[src/rtl/nrzi_pkg.sv]
// Shared constants for the NRZI receive path: state encoding, default framing
// parameters and the LSB-first shift helper used by the window and byte registers.
package nrzi_pkg;

    localparam int unsigned BYTE_W          = 8;
    localparam int unsigned RUN_W           = 4;
    localparam int unsigned MAX_RUN_DEF     = 6;
    localparam int unsigned FRAME_BYTES_DEF = 4;

    localparam logic [BYTE_W-1:0] SYNC_WORD_DEF = 8'hD5;

    localparam logic [1:0] ST_IDLE = 2'b00;
    localparam logic [1:0] ST_HUNT = 2'b01;
    localparam logic [1:0] ST_DATA = 2'b10;

    // First bit received ends up in bit 0 after BYTE_W shifts.
    function automatic logic [BYTE_W-1:0] shift_lsb_first(input logic [BYTE_W-1:0] cur,
                                                          input logic              b);
        return {b, cur[BYTE_W-1:1]};
    endfunction

endpackage

[src/rtl/nrzi_destuff.sv]
// NRZI toggle decode plus zero-run tracking; flags the stuffed '1' that must
// follow MAX_RUN zeros and reports a violation when a '0' arrives there instead.
module nrzi_destuff
    import nrzi_pkg::*;
#(
    parameter int unsigned MAX_RUN = MAX_RUN_DEF
) (
    input  logic clk,
    input  logic rst,
    input  logic bit_en,
    input  logic line_in,
    input  logic destuff_en,
    output logic bit_vld,
    output logic bit_val,
    output logic stuff_viol
);

    localparam logic [RUN_W-1:0] RUN_LIM = RUN_W'(MAX_RUN);

    logic             prev_line_q, prev_line_d;
    logic [RUN_W-1:0] run_q, run_d;
    logic             dec;

    always_comb begin
        dec         = line_in ^ prev_line_q;
        prev_line_d = bit_en ? line_in : prev_line_q;
        bit_vld     = bit_en;
        bit_val     = dec;
        stuff_viol  = 1'b0;
        run_d       = run_q;

        // Run count only matters inside a frame; holding it at zero elsewhere
        // means every frame starts with a clean count.
        if (!destuff_en) begin
            run_d = '0;
        end else if (bit_en) begin
            if (run_q == RUN_LIM) begin
                bit_vld    = 1'b0;
                stuff_viol = ~dec;
                run_d      = '0;
            end else if (dec) begin
                run_d = '0;
            end else begin
                run_d = run_q + 1'b1;
            end
        end
    end

    always_ff @(posedge clk) begin
        if (!rst) begin
            prev_line_q <= 1'b0;
            run_q       <= '0;
        end else begin
            prev_line_q <= prev_line_d;
            run_q       <= run_d;
        end
    end

endmodule

[src/rtl/nrzi_rx_deframer.sv]
// NRZI receive deframer: sync hunt, LSB-first byte assembly of fixed-length
// frames and a single-entry valid/ready output register.
module nrzi_rx_deframer
    import nrzi_pkg::*;
#(
    parameter logic [BYTE_W-1:0] SYNC_WORD   = SYNC_WORD_DEF,
    parameter int unsigned       MAX_RUN     = MAX_RUN_DEF,
    parameter int unsigned       FRAME_BYTES = FRAME_BYTES_DEF
) (
    input  logic              clk,
    input  logic              rst,
    input  logic              en,
    input  logic              bit_en,
    input  logic              line_in,
    output logic [BYTE_W-1:0] m_data,
    output logic              m_valid,
    input  logic              m_ready,
    output logic              m_last,
    output logic              frame_active,
    output logic              stuff_err,
    output logic              ovf_err,
    output logic [1:0]        state_dbg
);

    localparam logic [7:0] LAST_IDX = 8'(FRAME_BYTES - 1);

    logic [1:0]        state_q, state_d;
    logic [BYTE_W-1:0] win_q, win_d;
    logic [BYTE_W-1:0] sr_q, sr_d;
    logic [2:0]        bcnt_q, bcnt_d;
    logic [7:0]        fcnt_q, fcnt_d;
    logic [BYTE_W-1:0] m_data_q, m_data_d;
    logic              m_valid_q, m_valid_d;
    logic              m_last_q, m_last_d;
    logic              stuff_err_q, stuff_err_d;
    logic              ovf_err_q, ovf_err_d;

    logic              bit_vld, bit_val, stuff_viol;
    logic              in_data;
    logic              byte_done, byte_last, can_load;
    logic [BYTE_W-1:0] win_next, sr_next;

    // Gating with en keeps a disable in DATA from raising a stuff violation.
    assign in_data = (state_q == ST_DATA) & en;

    nrzi_destuff #(
        .MAX_RUN(MAX_RUN)
    ) u_destuff (
        .clk       (clk),
        .rst       (rst),
        .bit_en    (bit_en),
        .line_in   (line_in),
        .destuff_en(in_data),
        .bit_vld   (bit_vld),
        .bit_val   (bit_val),
        .stuff_viol(stuff_viol)
    );

    always_comb begin
        state_d     = state_q;
        win_d       = win_q;
        sr_d        = sr_q;
        bcnt_d      = bcnt_q;
        fcnt_d      = fcnt_q;
        stuff_err_d = 1'b0;
        byte_done   = 1'b0;
        byte_last   = 1'b0;
        win_next    = shift_lsb_first(win_q, bit_val);
        sr_next     = shift_lsb_first(sr_q, bit_val);

        if (!en) begin
            state_d = ST_IDLE;
            win_d   = '0;
            sr_d    = '0;
            bcnt_d  = '0;
            fcnt_d  = '0;
        end else begin
            case (state_q)
                ST_IDLE: state_d = ST_HUNT;
                ST_HUNT: begin
                    if (bit_vld) begin
                        if (win_next == SYNC_WORD) begin
                            state_d = ST_DATA;
                            win_d   = '0;
                            sr_d    = '0;
                            bcnt_d  = '0;
                            fcnt_d  = '0;
                        end else begin
                            win_d = win_next;
                        end
                    end
                end
                ST_DATA: begin
                    if (stuff_viol) begin
                        stuff_err_d = 1'b1;
                        state_d     = ST_HUNT;
                        sr_d        = '0;
                        bcnt_d      = '0;
                        fcnt_d      = '0;
                    end else if (bit_vld) begin
                        sr_d   = sr_next;
                        bcnt_d = bcnt_q + 1'b1;
                        if (bcnt_q == 3'd7) begin
                            byte_done = 1'b1;
                            byte_last = (fcnt_q == LAST_IDX);
                            if (byte_last) begin
                                state_d = ST_HUNT;
                                fcnt_d  = '0;
                            end else begin
                                fcnt_d = fcnt_q + 1'b1;
                            end
                        end
                    end
                end
                default: state_d = ST_IDLE;
            endcase
        end
    end

    // Accept and reload may share a cycle; a full, unaccepted register drops the byte.
    always_comb begin
        can_load  = ~m_valid_q | m_ready;
        m_valid_d = m_valid_q & ~m_ready;
        m_data_d  = m_data_q;
        m_last_d  = m_last_q;
        ovf_err_d = 1'b0;
        if (byte_done) begin
            if (can_load) begin
                m_valid_d = 1'b1;
                m_data_d  = sr_next;
                m_last_d  = byte_last;
            end else begin
                ovf_err_d = 1'b1;
            end
        end
    end

    always_ff @(posedge clk) begin
        if (!rst) begin
            state_q     <= ST_IDLE;
            win_q       <= '0;
            sr_q        <= '0;
            bcnt_q      <= '0;
            fcnt_q      <= '0;
            m_data_q    <= '0;
            m_valid_q   <= 1'b0;
            m_last_q    <= 1'b0;
            stuff_err_q <= 1'b0;
            ovf_err_q   <= 1'b0;
        end else begin
            state_q     <= state_d;
            win_q       <= win_d;
            sr_q        <= sr_d;
            bcnt_q      <= bcnt_d;
            fcnt_q      <= fcnt_d;
            m_data_q    <= m_data_d;
            m_valid_q   <= m_valid_d;
            m_last_q    <= m_last_d;
            stuff_err_q <= stuff_err_d;
            ovf_err_q   <= ovf_err_d;
        end
    end

    assign m_data       = m_data_q;
    assign m_valid      = m_valid_q;
    assign m_last       = m_last_q;
    assign stuff_err    = stuff_err_q;
    assign ovf_err      = ovf_err_q;
    assign frame_active = (state_q == ST_DATA);
    assign state_dbg    = state_q;

endmodule

[config.mk]
export PLATFORM = sky130hd
export DESIGN_NAME = nrzi_rx_deframer
export DESIGN_NICKNAME = d
export VERILOG_FILES = /design/src/rtl/nrzi_pkg.sv /design/src/rtl/nrzi_destuff.sv /design/src/rtl/nrzi_rx_deframer.sv
export SDC_FILE = /design/constraint.sdc
export NUM_CORES = 1
export LEC_CHECK = 0
export ABC_AREA = 1
export BUFFER_PORTS_ARGS = -buffer_cell sky130_fd_sc_hd__buf_2
export CELL_PAD_IN_SITES_DETAIL_PLACEMENT = 1
export CELL_PAD_IN_SITES_GLOBAL_PLACEMENT = 1
export CORE_MARGIN = 2
export CORE_UTILIZATION = 30
export CTS_CLUSTER_SIZE = 28
export DETAILED_ROUTE_END_ITERATION = 8
export GPL_TIMING_DRIVEN = 0
export PLACE_DENSITY_LB_ADDON = 0.08
export SLEW_MARGIN = 10
export SYNTH_ARGS = -nofsm -noshare
export SYNTH_HDL_FRONTEND = slang
export SYNTH_SLANG_ARGS = --single-unit
[constraint.sdc]
create_clock -name clk -period 2.09 [get_ports clk]
set_clock_uncertainty 0.1 [all_clocks]
set_input_delay 0.418 -clock clk [delete_from_list [all_inputs] [get_ports clk]]
set_output_delay 0.418 -clock clk [all_outputs]
set_load 0.005 [all_outputs]
==> flow_summary.toml, run 1 <==
[status]
status = "complete, no violations"

[layout]
nNetsFinal = 330
diodes = 0
syn_to_final_growth_pct = 16.3
num-fill-cells = 888
layout-drive-gt1-share_pct = 19.1

[routing]
vias = 1857
wirelength_microns = 5170
antenna_violating_nets_post_route = 0
dr.pass1.iters = 4
vias_per_cell = 4.46
wl_per_cell_microns = 12.4
drt_iter0_markers = 57
drc = 0

[grt]
antenna_found_initial = 0
grt_max_degree = 14
overflow = 0
grt_use_total_pct = 14.6
grt_pass1_wl_microns = 8740
first_global_vias = 1840

[min_path]
worstHoldPathCells = 3
hold_path_class = "in -> reg"

[setup_path]
startpoint_type = "flop"
critPathMaxFanout = 7
end_kind = "flop"
cp.arrival_ps = 1950
worstRegToRegCells = 9
crit_type = "reg -> reg"
crit_required_ps = 2190

[clock_network]
cts_buffers = 5
clkLatencyLatePin_ps = 300
clock-sinks = 44
clock-root-buffer = "clkbuf_8"
clk_pin_slew_worst_paths_ps = 80
cts_buffer_depth = 2
htreeDepth = 2
cts_tree = "yes"

[logic_synthesis]
synthArstFlopShare_pct = 0
synth_commonest_cells = "nand2_1, nor2_1, dfxtp_1"
syn_nets = 301
synthFlopType = "dfxtp_1"
synth-edff-count = 0
syn_area_sq_mm = 0.00212
yosys.area.top_type = "dfxtp_1"
yosysTopAreaCellShare_pct = 41.5
synth-seq-cells = 44
synth_area_per_cell_sq_um = 7.31
yosysMostFrequentCell = "nand2_1"
yosysSeqAreaShare_pct = 41.5
synthTopCellsByArea = "dfxtp_1, nand2_1, nor2_1"
synthCells = 290
synth.distinct_cells = 30
yosysWarnings = 0

[floorplanning]
die_h_microns = 88.1
coreArea_sq_mm = 0.00683
ioPinCount = 21
dieWidth_microns = 88.1
row_count = 30
die-area_sq_mm = 0.00776
start_util_pct = 31.0

[pwr]
worst_ir_drop_vdd_mv = 0.203
power.density_mw_per_mm2 = 649
leakagePower_nw = 1.04

[placement]
gp_congestion = 0.745
place_hpwl_microns = 3840
port_buffers = 20

[sta]
hold_viol = 0
final_max_slew_viol_count = 0
rsz0062_at_grt = "false"
max_freq_mhz = 541
holdWs_ps = 274
worst-slew-pin-transition_ps = 581
setup_tns_ps = 0
finalCriticalPeriod_ps = 1850
relSlewSlack_pct = 61.2
final-setup-viol-count = 0
period_share_pct = 88.4

[flow_run]
drv_cap = 0
placed cells by master, fill, tap and decap left out, drive strengths merged, types with 3 or more instances in the layout:
cell type	count
a21oi	23
buf	22
clkbuf	9
dfxtp	44
ha	5
inv	32
nand2	62
nand3	22
nand4	4
nor2	62
o21ai	18
xnor2	3
flip-flops by register name, summed over array words and instances (netlist names):
signal and count:
u_destuff.run_q 4, m_valid 1, fcnt_q 8, state_dbg 2
m_last 1, m_data 8, sr_q 7, win_q 7
ovf_err 1, stuff_err 1, u_destuff.prev_line_q 1, bcnt_q 3
cells by family (layout without fill, tap and decap cells):
kind of cell               count (synthesis)  count (layout)  synth area share, %
AOI/OAI and AO/OA                         44              44                 11.4
xor gates and xnor gates                   5               5                 2.07
adders and majority gates                  5               5                 2.95
buffers and inverters                     37              66                 6.67
DFF                                       44              44                 41.5
and+or+nand+nor                          155             156                 35.3
per-stage QoR:
stage	utilization (%)	power [mW]	cells	instance area, sq um	setup WS, ps
floorplan	-	0.936	290	2120	474
global route	36.1	1.67	416	2470	47.6
detailed placement	34.3	0.969	406	2340	136
CTS	35.8	1.63	414	2450	120
finish	36.1	1.60	416	2470	242
global placement	34.3	0.969	406	2340	144
final timing paths:
kind                           start   endpoint  slack [ps]
hold / removal                   rst    m_valid         270
setup / recovery  u_destuff.run_q[1]  m_data[7]         240
hold reg to reg             win_q[1]   win_q[1]         360
setup reg to reg  u_destuff.run_q[1]  m_data[7]         240
cell type report:
type	instances	area, sq um	share of cell area [%]
multi-input combinational	210	1110	45.0
sequential	44	881	35.7
inverter	33	125	5.07
tap	96	120	4.87
timing repair buffer	21	108	4.36
clock buffer	6	72.6	2.94
clock inverter	2	35.0	1.42
buffer	4	16.3	0.659
critical path: stages, from the launching register on:
cell and delay (ps):
dfxtp_1 390, ha_1 180, nand3_2 140, o21ai_4 270, nor2_1 80, nand3_2 140, nor2_4 70, buf_4 150
o21ai_0 150, nor2_1 60
report_power, final:
| group | total (mW) | internal (mW) | switching, mW | leakage (nW) |
|---|---|---|---|---|
| clock network | 0.654 | 0.355 | 0.299 | 0.0552 |
| registers | 0.848 | 0.843 | 0.00478 | 0.355 |
| logic | 0.0982 | 0.0294 | 0.0688 | 0.632 |
| total | 1.60 | 1.23 | 0.372 | 1.04 |
timing repair:
action,4_1_cts,5_1_grt
setup endpoints to repair,0,8
hold buffers,0,0
resized for setup,0,1
buffers inserted,0,1
metal layers:
| metal | global-route usage [%] | up-vias | wire length [microns] |
|---|---|---|---|
| met2 | 24.1 | 20 | 2360 |
| li1 | - | 985 | - |
| met3 | 2.83 | 8 | 116 |
| met4 | 4.96 | 0 | 82 |
| met5 | 0 | - | 0 |
| met1 | 19.0 | 844 | 2610 |
No activity file was read; power rests on OpenSTA's default activity.
==> run 2: changes to the inputs <==
Settings changed: CORE_ASPECT_RATIO set to 0.8.
==> run 2 against run 1 <==
  * Routed wire length is 4.4% higher
  * Core utilization is essentially flat
  * Sequential power hardly changed
  * Critical path depth stayed put
  * Clock-buffer cell count unchanged
  * Sequential share of layout area about the same
  * Final cell count fell by 1.9%
  * Worst hold slack gained 13 ps
  * First-iteration DRC count is 5.3% higher
  * Critical path type unchanged
  * Critical endpoint is now sr_q[5]
==> flow_summary.toml, run 2 (same netlist as run 1, synthesis figures left out) <==
[layout]
num-fill-cells = 892
diodes = 0
syn_to_final_growth_pct = 16.8
layout_commonest_cell = "nand2_1"
nNetsFinal = 331
layout_common_cells = "nand2_1, nor2_1, dfxtp_1"
layout-drive-gt1-share_pct = 20.2

[floorplanning]
coreArea_sq_mm = 0.00686
die-area_sq_mm = 0.00776
ioPinCount = 21
die_h_microns = 79.2
row_count = 27
dieWidth_microns = 98.0
start_util_pct = 30.9

[grt]
grt_pass1_wl_microns = 9320
grt_max_degree = 14
grt_use_total_pct = 14.8
overflow = 0
first_global_vias = 1917
antenna_found_initial = 0

[setup_path]
critPathMaxFanout = 10
crit_chain = "inv_1 -> ha_1 -> nand3_2 -> o21ai_4 -> buf_4 -> nand2_4 -> nand2_2 -> nand2_1 -> a21oi_1"
rrSetupSlack_ps = 230
worst-path-buf-inv = 2
critPathSlowestCell = "dfxtp_2"
end_kind = "flop"
cp_top_family = "simple AND/OR/NAND/NOR gates"
crit_required_ps = 2210
cpPeakStageDelay_ps = 330
path_depth = 9
worstRegToRegCells = 9
cp.arrival_ps = 1990
startpoint_type = "flop"
crit_type = "reg -> reg"

[routing]
antenna_violating_nets_post_route = 0
drt_iter0_markers = 60
vias = 1884
vias_per_cell = 4.62
wl_per_cell_microns = 13.2
drc = 0
wirelength_microns = 5390
dr.pass1.iters = 4

[clock_network]
cts_buffer_depth = 2
clkLatencyLatePin_ps = 290
ctsHoldBuffers = 0
clock-sinks = 44
clock-root-buffer = "clkbuf_8"
clk_pin_slew_worst_paths_ps = 90
htreeDepth = 2
cts_tree = "yes"
cts_buffers = 5

[sta]
period_share_pct = 89.2
hold_viol = 0
max_freq_mhz = 536
rsz0062_at_grt = "false"
final-setup-viol-count = 0
final_max_slew_viol_count = 0
relSlewSlack_pct = 61.6
setup_tns_ps = 0
holdWs_ps = 287
finalCriticalPeriod_ps = 1860
worst-slew-pin-transition_ps = 576

[pwr]
worst_ir_drop_vdd_mv = 0.235
power.density_mw_per_mm2 = 647
leakagePower_nw = 1.05

[placement]
port_buffers = 20
place_hpwl_microns = 4010
gp_congestion = 0.807

[min_path]
worstHoldPathCells = 3
hold_path_class = "in -> reg"

[status]
status = "complete, no violations"

[flow_run]
drv_cap = 0
==> run 2: cell count changes in the layout (fill, tap and decap cells not counted), sizes merged <==
cell,before,now
nor2,62,61
buf,22,24
==> run 2: path summary, 6_finish.rpt <==
kind / start / endpoint
max: u_destuff.run_q[0] / sr_q[5]
min: rst / m_valid
max reg2reg: u_destuff.run_q[0] / sr_q[5]
min reg2reg: win_q[1] / win_q[1]
==> run 2: metal layers <==
metal  global-route usage, %  up-vias  routed length [microns]
met2                    22.8       19                     2160
met1                    21.4      871                     3060
li1                        -      989                        -
met5                       0        -                        0
met3                    2.99        5                      131
met4                    3.19        0                       38
==> run 2: timing repair <==
item / CTS / global route
buffers inserted: 0 / 3
endpoints found under the setup margin: 0 / 10
hold endpoints to repair: 0 / 0
resized for setup: 0 / 6
==> run 2: area by class of cell <==
class,instances,area (sq um),share of cell area (%)
clock inverters,2,35.0,1.41
inverters,33,125,5.05
multi-input cells,209,1110,44.9
flip-flops and latches,44,883,35.7
repair buffers,23,123,4.95
clock buffers,6,72.6,2.93
well taps,87,109,4.39
plain buffers,4,16.3,0.657
==> run 2: where the power goes <==
group	internal [mW]	total, mW	switching [mW]
logic	0.0308	0.103	0.0721
clock network	0.355	0.653	0.298
registers	0.843	0.848	0.00470
==> run 2: per-stage QoR <==
step | utilization (%) | total power, mW | setup slack (ps) | instance area, sq um | instances
floorplan | - | 0.936 | 474 | 2120 | 290
global placement | 34.0 | 0.970 | 132 | 2330 | 397
detailed placement | 34.0 | 0.970 | 105 | 2330 | 397
CTS | 35.5 | 1.63 | 72.5 | 2440 | 405
global route | 36.1 | 1.68 | 45.3 | 2480 | 408
finish | 36.1 | 1.60 | 225 | 2480 | 408
==> run 2: tightest hold or removal path: cells and delay by family <==
family,cells,cell delay [ps]
AOI/OAI and AO/OA,1,40
buffers and inverters,2,190
